### src/rtl/weyl_pkg.sv
`default_nettype none
// ============================================================================
// Module      : weyl_pkg
// Description : Shared constants and types for the Weyl bit serializer.
// Revision    : 1.0
// ============================================================================
package weyl_pkg;

    localparam int C_BITSTREAM = 64;
    localparam int C_CNT_W     = $clog2(C_BITSTREAM) + 1;

    typedef enum logic [0:0] {
        IDLE   = 1'b0,
        STREAM = 1'b1
    } ser_state_t;

    typedef struct packed {
        logic [C_BITSTREAM-1:0] pattern;
        logic [C_CNT_W-1:0]     quota;
    } weyl_word_t;

endpackage
`default_nettype wire

### src/rtl/weyl_bit_serializer_if.sv
`default_nettype none
// ============================================================================
// Module      : weyl_bit_serializer_if
// Description : Pattern input handshake and serial bit output bundle.
// Revision    : 1.0
// ============================================================================
interface weyl_bit_serializer_if
    import weyl_pkg::*;
#(
    parameter int BITSTREAM = C_BITSTREAM,
    parameter int CNT_W     = $clog2(BITSTREAM) + 1
) ();

    logic                 in_valid;
    logic                 in_ready;
    logic [BITSTREAM-1:0] in_pattern;
    logic [CNT_W-1:0]     in_quota;
    logic                 out_ready;
    logic                 bit_valid;
    logic                 bit_out;
    logic                 bit_sos;
    logic                 bit_eos;
    logic [CNT_W-1:0]     ones_count;
    logic                 count_valid;
    logic                 mismatch;

    modport master (
        output in_valid, in_pattern, in_quota, out_ready,
        input  in_ready, bit_valid, bit_out, bit_sos, bit_eos,
               ones_count, count_valid, mismatch
    );

    modport slave (
        input  in_valid, in_pattern, in_quota, out_ready,
        output in_ready, bit_valid, bit_out, bit_sos, bit_eos,
               ones_count, count_valid, mismatch
    );

endinterface
`default_nettype wire

### src/rtl/weyl_pattern_buf.sv
`default_nettype none
// ============================================================================
// Module      : weyl_pattern_buf
// Description : Two-entry active/shadow pattern store for the serializer.
// Revision    : 1.0
// ============================================================================
module weyl_pattern_buf #(
    parameter int BITSTREAM = 64,
    parameter int CNT_W     = $clog2(BITSTREAM) + 1
) (
    input  wire logic                 clk,
    input  wire logic                 rst_n,
    input  wire logic                 i_wr_en,
    input  wire logic [BITSTREAM-1:0] i_wr_pattern,
    input  wire logic [CNT_W-1:0]     i_wr_quota,
    input  wire logic                 i_promote,
    output logic                      o_in_ready,
    output logic                      o_shadow_full,
    output logic [BITSTREAM-1:0]      o_act_pattern,
    output logic [CNT_W-1:0]          o_act_quota
);

    logic [BITSTREAM-1:0] r_act_pattern;
    logic [CNT_W-1:0]     r_act_quota;
    logic [BITSTREAM-1:0] r_shd_pattern;
    logic [CNT_W-1:0]     r_shd_quota;
    logic                 r_shd_full;

    // Promotion reads the old shadow; a same-cycle write refills it, so the
    // later assignment to r_shd_full must win.
    always_ff @(posedge clk or negedge rst_n) begin
        if (!rst_n) begin
            r_act_pattern <= '0;
            r_act_quota   <= '0;
            r_shd_pattern <= '0;
            r_shd_quota   <= '0;
            r_shd_full    <= 1'b0;
        end else begin
            if (i_promote) begin
                r_act_pattern <= r_shd_pattern;
                r_act_quota   <= r_shd_quota;
                r_shd_full    <= 1'b0;
            end
            if (i_wr_en) begin
                r_shd_pattern <= i_wr_pattern;
                r_shd_quota   <= i_wr_quota;
                r_shd_full    <= 1'b1;
            end
        end
    end

    assign o_in_ready    = ~r_shd_full;
    assign o_shadow_full = r_shd_full;
    assign o_act_pattern = r_act_pattern;
    assign o_act_quota   = r_act_quota;

endmodule
`default_nettype wire

### src/rtl/weyl_bit_serializer.sv
`default_nettype none
// ============================================================================
// Module      : weyl_bit_serializer
// Description : Serializes Weyl patterns LSB-first and checks ones vs quota.
// Revision    : 1.0
// ============================================================================
module weyl_bit_serializer
    import weyl_pkg::*;
#(
    parameter int BITSTREAM = C_BITSTREAM,
    parameter int CNT_W     = $clog2(BITSTREAM) + 1
) (
    input  wire logic              clk,
    input  wire logic              rst_n,
    weyl_bit_serializer_if.slave   bus
);

    localparam int                 C_IDX_W    = $clog2(BITSTREAM);
    localparam logic [C_IDX_W-1:0] C_LAST_IDX = C_IDX_W'(BITSTREAM - 1);

    ser_state_t           r_state;
    logic [C_IDX_W-1:0]   r_idx;
    logic [CNT_W-1:0]     r_acc;
    logic [CNT_W-1:0]     r_ones_count;
    logic                 r_count_valid;
    logic                 r_mismatch;

    logic                 w_in_ready;
    logic                 w_shadow_full;
    logic [BITSTREAM-1:0] w_act_pattern;
    logic [CNT_W-1:0]     w_act_quota;
    logic                 w_wr_en;
    logic                 w_streaming;
    logic                 w_bit;
    logic                 w_xfer;
    logic                 w_last;
    logic                 w_promote;
    logic [CNT_W-1:0]     w_final;

    assign w_wr_en     = bus.in_valid & w_in_ready;
    assign w_streaming = (r_state == STREAM);
    assign w_bit       = w_streaming & w_act_pattern[r_idx];
    assign w_xfer      = w_streaming & bus.out_ready;
    assign w_last      = w_xfer & (r_idx == C_LAST_IDX);
    assign w_final     = r_acc + CNT_W'(w_bit);
    // The shadow entry moves up either from idle or right behind the eos bit.
    assign w_promote   = w_shadow_full & ((r_state == IDLE) | w_last);

    weyl_pattern_buf #(
        .BITSTREAM (BITSTREAM),
        .CNT_W     (CNT_W)
    ) u_buf (
        .clk           (clk),
        .rst_n         (rst_n),
        .i_wr_en       (w_wr_en),
        .i_wr_pattern  (bus.in_pattern),
        .i_wr_quota    (bus.in_quota),
        .i_promote     (w_promote),
        .o_in_ready    (w_in_ready),
        .o_shadow_full (w_shadow_full),
        .o_act_pattern (w_act_pattern),
        .o_act_quota   (w_act_quota)
    );

    always_ff @(posedge clk or negedge rst_n) begin
        if (!rst_n) begin
            r_state       <= IDLE;
            r_idx         <= '0;
            r_acc         <= '0;
            r_ones_count  <= '0;
            r_count_valid <= 1'b0;
            r_mismatch    <= 1'b0;
        end else begin
            r_count_valid <= 1'b0;
            case (r_state)
                IDLE: begin
                    if (w_shadow_full) begin
                        r_state <= STREAM;
                        r_idx   <= '0;
                        r_acc   <= '0;
                    end
                end
                STREAM: begin
                    if (w_last) begin
                        r_ones_count  <= w_final;
                        r_mismatch    <= (w_final != w_act_quota);
                        r_count_valid <= 1'b1;
                        r_acc         <= '0;
                        r_idx         <= '0;
                        r_state       <= w_shadow_full ? STREAM : IDLE;
                    end else if (w_xfer) begin
                        r_acc <= w_final;
                        r_idx <= r_idx + C_IDX_W'(1);
                    end
                end
                default: r_state <= IDLE;
            endcase
        end
    end

    assign bus.in_ready    = w_in_ready;
    assign bus.bit_valid   = w_streaming;
    assign bus.bit_out     = w_bit;
    assign bus.bit_sos     = w_streaming & (r_idx == '0);
    assign bus.bit_eos     = w_streaming & (r_idx == C_LAST_IDX);
    assign bus.ones_count  = r_ones_count;
    assign bus.count_valid = r_count_valid;
    assign bus.mismatch    = r_mismatch;

endmodule
`default_nettype wire
### src/flat_wrapper.sv
// flat-port wrapper written by rule: the top's interface ports become plain ports
module weyl_bit_serializer_flat import weyl_pkg::*;
#(
    parameter int BITSTREAM = C_BITSTREAM,
    parameter int CNT_W     = $clog2(BITSTREAM) + 1
)
  (clk, rst_n, bus_in_valid, bus_in_pattern, bus_in_quota, bus_out_ready, bus_in_ready, bus_bit_valid, bus_bit_out, bus_bit_sos, bus_bit_eos, bus_ones_count, bus_count_valid, bus_mismatch);
  weyl_bit_serializer_if #(.BITSTREAM(BITSTREAM), .CNT_W(CNT_W)) bus_i ();
  input  wire logic clk;
  input  wire logic rst_n;
  input wire logic [$bits(bus_i.in_valid)-1:0] bus_in_valid;
  input wire logic [$bits(bus_i.in_pattern)-1:0] bus_in_pattern;
  input wire logic [$bits(bus_i.in_quota)-1:0] bus_in_quota;
  input wire logic [$bits(bus_i.out_ready)-1:0] bus_out_ready;
  output wire logic [$bits(bus_i.in_ready)-1:0] bus_in_ready;
  output wire logic [$bits(bus_i.bit_valid)-1:0] bus_bit_valid;
  output wire logic [$bits(bus_i.bit_out)-1:0] bus_bit_out;
  output wire logic [$bits(bus_i.bit_sos)-1:0] bus_bit_sos;
  output wire logic [$bits(bus_i.bit_eos)-1:0] bus_bit_eos;
  output wire logic [$bits(bus_i.ones_count)-1:0] bus_ones_count;
  output wire logic [$bits(bus_i.count_valid)-1:0] bus_count_valid;
  output wire logic [$bits(bus_i.mismatch)-1:0] bus_mismatch;
  assign bus_i.in_valid = bus_in_valid;
  assign bus_i.in_pattern = bus_in_pattern;
  assign bus_i.in_quota = bus_in_quota;
  assign bus_i.out_ready = bus_out_ready;
  assign bus_in_ready = bus_i.in_ready;
  assign bus_bit_valid = bus_i.bit_valid;
  assign bus_bit_out = bus_i.bit_out;
  assign bus_bit_sos = bus_i.bit_sos;
  assign bus_bit_eos = bus_i.bit_eos;
  assign bus_ones_count = bus_i.ones_count;
  assign bus_count_valid = bus_i.count_valid;
  assign bus_mismatch = bus_i.mismatch;
  weyl_bit_serializer #(.BITSTREAM(BITSTREAM), .CNT_W(CNT_W)) u_core (.clk(clk), .rst_n(rst_n), .bus(bus_i));
endmodule
### config.mk
export PLATFORM = sky130hd
export DESIGN_NAME = weyl_bit_serializer_flat
export DESIGN_NICKNAME = d
export VERILOG_FILES = /design/src/rtl/weyl_pkg.sv /design/src/rtl/weyl_bit_serializer_if.sv /design/src/rtl/weyl_pattern_buf.sv /design/src/rtl/weyl_bit_serializer.sv /design/src/flat_wrapper.sv
export SDC_FILE = /design/constraint.sdc
export NUM_CORES = 1
export LEC_CHECK = 0
export CAP_MARGIN = 20
export CORE_MARGIN = 1
export CORE_UTILIZATION = 50
export DETAILED_ROUTE_END_ITERATION = 8
export GPL_ROUTABILITY_DRIVEN = 0
export PLACE_DENSITY = 0.73
export SLEW_MARGIN = 0
export SYNTH_ARGS = -nofsm -noshare
export SYNTH_HDL_FRONTEND = slang
export SYNTH_SLANG_ARGS = --single-unit
### constraint.sdc
create_clock -name clk -period 9.4 [get_ports clk]
set_clock_uncertainty 0.1 [all_clocks]
set_input_delay 1.88 -clock clk [delete_from_list [all_inputs] [get_ports clk]]
set_output_delay 1.88 -clock clk [all_outputs]
set_load 0.02 [all_outputs]
Yosys cells after proc, flatten, opt, wreduce, memory -nomap -nowiden
Cells that the tools add are included.
- output and inout bits: 14
- bits in registers: 166
- logic and storage cells: 49
- input port bits: 75
- bitwise gates (word level): 10
- reduce and logical (&&, ||, !) cells: 4
- eq/ne operators: 4
- mux-type cells: 17
- magnitude comparators: 1
- add/subtract/negate cells: 2
- operators with widths (operator ; number):
    7-bit two-way mux ; 3
    6-bit two-way mux ; 3
    7-bit case mux with 2 select lines ; 1
    6-bit case mux with 2 select lines ; 1
    7-bit by 1-bit adder with 7-bit output ; 1
    1-bit AND ; 7
    6-bit by 7-bit < comparator with 1-bit output, second input constant ; 1
    1-bit two-way mux ; 7
    7-bit inequality test ; 1
    6-bit by 1-bit adder with 6-bit output, second input constant ; 1
    1-bit binary-select mux with 6-bit select ; 1
    6-bit equality test, second input constant ; 1
    6-bit logical NOT ; 1
    2-bit AND reduction ; 2
    3-bit inequality test, second input constant ; 1
    2-bit inequality test, second input constant ; 1
    1-bit NOT ; 2
    1-bit case mux with 2 select lines ; 1
    2-bit nonzero test ; 1
    1-bit OR ; 1

Longest topological paths before layout
- word-level depth: 7
- gate-level depth with buffers: 14
- gate-level depth less buffers: 12

Hierarchy
Synthesis repeated with hierarchy kept, for this count alone.
- cells, all modules: 484
- area, all modules: 7820.0 um2
- by module, submodules not included (module ; times used ; cells each ; area each (um2) ; sequential area each (um2)):
    weyl_pattern_buf ; 1 ; 303 ; 6009.5 ; 3578.4
    weyl_bit_serializer ; 1 ; 181 ; 1810.5 ; 575.6

Worst setup path before layout
OpenSTA, ideal clock, no wires.
- path type: register -> output
- start point: register u_core.r_idx[1]
- end point: output bus_bit_out
- buffers on the path: 2
- required time: 7420 ps
- data arrival time: 2139 ps
- cell stages (with the launch flop): 8
- slack: 5281 ps
- path through: dfrtp_1 -> buf_2 -> buf_1 -> mux4_2 -> mux2i_1 -> nand3_1 -> nand3_1 -> nor4_1
- word-level cells in the longest chain between the ends: 3
- RTL lines (element ; RTL line ; RTL):
    from (decl) ; weyl_bit_serializer.sv:22 ; logic [C_IDX_W-1:0] r_idx;
    from (signal assigned) ; weyl_bit_serializer.sv:93 ; r_idx <= r_idx + C_IDX_W'(1);
    1-bit binary-select mux with 6-bit select ; weyl_bit_serializer.sv:42 ; assign w_bit = w_streaming & w_act_pattern[r_idx];
    1-bit two-way mux (implied by the code) ; weyl_bit_serializer.sv:42 ;
    1-bit AND ; weyl_bit_serializer.sv:42 ;
    to (decl) ; flat_wrapper.sv:17 ; output wire logic [$bits(bus_i.bit_out)-1:0] bus_bit_out;
No other way between the ends. The select of a mux whose other input is x is not followed.

Final worst setup path
Same ends and word-level chain as after synthesis.

==> summary.md <==
| Metric | Value |
|---|---|
| Layout cell share with drive strength beyond 1 | `34.1%` |
| Area Overhead vs Synth | `21.3%` |
| First-pass GRT wire length | `roughly 23,000 um` |
| Post-CTS Setup Bufs | `0` |
| Setup violations, final | `0` |
| Crit start category | `flip-flop` |
| Grt ovf | `0` |
| Hold_sp | `u_core.bus.ones_count[0]$_DFFE_PN0P_` |
| Worst Tran Pin Value | `1.10 ns` |
| Reg2Reg Launch Point | `u_core.r_idx[1]$_DFFE_PN0P_` |
| Later-pin clock latency in the skew report | `0.42 ns` |
| Hold Fails Final Rpt | `0` |
| Top cell type's share of synthesized area | `56.8%` |
| Max-slew violation count | `0` |
| Cts repair resizes | `0` |
| Cells on worst reg2reg path | `7` |
| Outcome | `finished clean` |
| Warnings from Yosys | `0` |
| DRT iter0 DRCs | `246` |
| Leakage Power | `4.24 nW` |
| Worst flop-to-flop path endpoint | `u_core.u_buf.o_act_pattern[17]$_DFFE_PN0P_` |
| TritonCTS buffer count | `17` |
| Vias | `4,023` |
| Initial antenna violation count | `0` |
| Nets | `635` |
| Critical Path Start | `u_core.r_idx[1]$_DFFE_PN0P_` |
| Clock transition at path regs | `0.06 ns` |
| Max clock buf depth | `2` |
| PnR worst setup slack | `3.91 ns` |
| RSZ-0062 raised after global routing | `no` |
| Post-route core utilization | `63.0%` |
| CTS sink cnt | `166` |
| Element type at the critical path end | `primary output` |
| CP Class | `flip-flop to primary output` |
| Slew HR | `26.6%` |
| Setup TNS | `0 ns` |
| Top cells by area, synth | `dfrtp_1, mux2_4, mux2_2` |
| Final WL | `13,600 um` |
| Vias in the first global route | `approximately 4,500` |
| Crit Path Max Fanout | `20` |
| Vias per cell | `5.37` |
| CTS tree | `built` |
| Synth unique cells | `38` |
| Number of H-tree levels | `4` |
| Synthesis-stage register bit count | `166` |
| Fin area | `roughly 0.009 sq mm` |
| Critical path endpoint | `bus_bit_out` |
| Cell area after placement | `0.00830 sq mm` |
| Number of buffers added on ports | `88` |
| DP HPWL | `about 9000 um` |
| Die width | `123 um` |
| Peak supply drop | `0.130 mV` |
| Mapped Area | `0.00732 sq mm` |
| Routed wire per std cell | `18.2 um` |
| ANT nets after route | `0` |
| Critical path arrival | `3.51 ns` |
| PwrDens | `194 mW/mm^2` |
| Initial Utilization | `51.9%` |
| Reg2reg setup slack | `5.24 ns` |
| # rows | `43` |
| Part of the cycle the worst path needs | `58.4%` |
| Total GRT Usage | `between 20% and 30%` |
| Syn avg cell area | `between 15 and 20 sq um` |
| Syn nets | `550` |
| Die height | `123 um` |
| Fmax | `182 MHz` |
| Max Cap Viol | `0` |
| Worst hold-check path type | `flip-flop to flip-flop` |
| CTS Root Buffer Type | `clkbuf_16` |
| Largest net degree at the start of global routing | `86` |
| Leading area contributor after synthesis | `dfrtp_1` |
| Core outline area | `0.0141 sq mm` |
| Minimum clock period | `5.49 ns` |
| DRC violation count after routing | `0` |
| CTS Hold Buffers Added | `0` |
| Ant. Diodes | `0` |
| Top-Level Pins | `just under 90` |
| Cells after Synth | `~470` |
| Fillcell total | `1,051` |
| Pre-CTS setup slack | `3.84 ns` |
| Post-synthesis sequential area ratio | `a little under three fifths` |
| Critical Path RT | `7.42 ns` |
| Die ar. | `0.0151 sq mm` |
| Router iterations before antenna repair | `4` |
-- placed cells by master, fill, tap and decap left out, types with 3 or more instances in the layout --
cell type	instances
a21oi_1	5
a22o_1	4
buf_4	4
clkbuf_1	8
clkbuf_16	17
clkbuf_8	4
clkdlybuf4s50_1	87
dfrtp_1	166
ha_1	4
inv_1	6
mux2_2	76
mux2_4	69
mux2i_1	8
mux4_2	16
nand2_1	24
nand3_1	5
nor2_1	8
nor2b_1	3
nor3_1	3
o21ai_0	14
o31ai_1	3
xnor2_1	5
xor2_1	7
-- synthesized netlist by cell type --
| cell type | n |
|---|---|
| a2111oi_0 | 1 |
| a21oi_1 | 5 |
| a22o_1 | 4 |
| and2_0 | 1 |
| and3_1 | 2 |
| and4b_1 | 1 |
| buf_1 | 2 |
| buf_2 | 6 |
| buf_4 | 1 |
| buf_6 | 7 |
| clkbuf_1 | 11 |
| dfrtp_1 | 166 |
| ha_1 | 4 |
| inv_1 | 6 |
| inv_4 | 1 |
| mux2_2 | 76 |
| mux2_4 | 69 |
| mux2i_1 | 8 |
| mux4_2 | 16 |
| nand2_1 | 24 |
| nand2b_1 | 1 |
| nand3_1 | 5 |
| nand4_1 | 2 |
| nor2_1 | 8 |
| nor2b_1 | 4 |
| nor3_1 | 3 |
| nor4_1 | 1 |
| o2111a_1 | 1 |
| o211ai_1 | 1 |
| o21a_1 | 1 |
| o21ai_0 | 14 |
| o21ai_4 | 1 |
| o31a_1 | 1 |
| o31ai_1 | 3 |
| or3b_1 | 1 |
| xnor2_1 | 5 |
| xnor3_1 | 1 |
| xor2_1 | 7 |
-- state kept, by name, summed over array words and instances, names as in the netlist --
name                        cells
u_core.bus.mismatch             1
u_core.bus.ones_count           7
u_core.u_buf.o_act_quota        7
u_core.u_buf.r_shd_pattern     64
u_core.u_buf.o_shadow_full      1
u_core.r_acc                    7
u_core.r_idx                    6
u_core.bus.count_valid          1
u_core.u_buf.o_act_pattern     64
u_core.bus.bit_valid            1
u_core.u_buf.r_shd_quota        7
-- worst max-delay path: stages, from the launching register on --
cell and delay (ns):
dfrtp_1 0.98, mux4_2 0.38, mux2i_1 0.09, nor2_1 0.12, a2111oi_0 0.08, nor4_1 0.69
clkdlybuf4s50_1 0.74
-- area by class of cell --
cell class                      instances  area (sq um)  share of cell area [%]
Clock buffer                           29           510                    5.75
Clock inverter                          3          40.0                   0.451
Inverter                                7          28.8                   0.324
Multi-Input combinational cell        271          2980                    33.5
Sequential cell                       166          4150                    46.8
Tap cell                              180           225                    2.54
Timing Repair Buffer                   93           940                    10.6
-- routing by layer --
metal,vias to the layer above,wire length (um),track usage (%)
li1,1855,-,-
met1,2071,5900,25.6
met2,79,6960,33.8
met3,18,530,4.80
met4,0,213,7.38
met5,-,0,0
-- through the flow --
step	total power, W	std cells	hold slack [ns]
2_1_floorplan	0.000986	471	0.370
3_3_place_gp	0.00108	716	0.364
5_1_grt	0.00181	749	0.400
4_1_cts	0.00174	748	0.387
3_5_place_dp	0.00109	716	0.372
6_report	0.00173	749	0.382
-- cells by family after synthesis --
logic type               share of synthesized area [%]
AO/OA/AOI/OAI                                     2.91
buffers and inverters                             2.65
flip-flops                                        56.8
AND/OR/NAND/NOR                                   3.39
adder cells (fa/ha/maj)                          0.684
multiplexers                                      31.9
XOR/XNOR                                          1.74
-- worst min-delay path by stage --
| stage | to | slack (ns) | depth (start not counted) |
|---|---|---|---|
| 4_1_cts | u_core.bus.ones_count[0]$_DFFE_PN0P_ | 0.39 | 2 |
| 2_1_floorplan | u_core.r_acc[6]$_DFFE_PN0P_ | 0.37 | 2 |
| 5_1_grt | u_core.bus.ones_count[0]$_DFFE_PN0P_ | 0.40 | 2 |
| 3_5_place_dp | u_core.bus.ones_count[0]$_DFFE_PN0P_ | 0.37 | 2 |
| 6_report | u_core.bus.ones_count[0]$_DFFE_PN0P_ | 0.38 | 2 |
| 3_3_place_gp | u_core.bus.ones_count[1]$_DFFE_PN0P_ | 0.36 | 2 |
-- power by group --
group	internal [W]	switching [W]
combinational	0.000137	0.0000926
sequential	0.000773	0.0000761
clock	0.000392	0.000256
total	0.00130	0.000424
(Power assumes the default switching activity.)
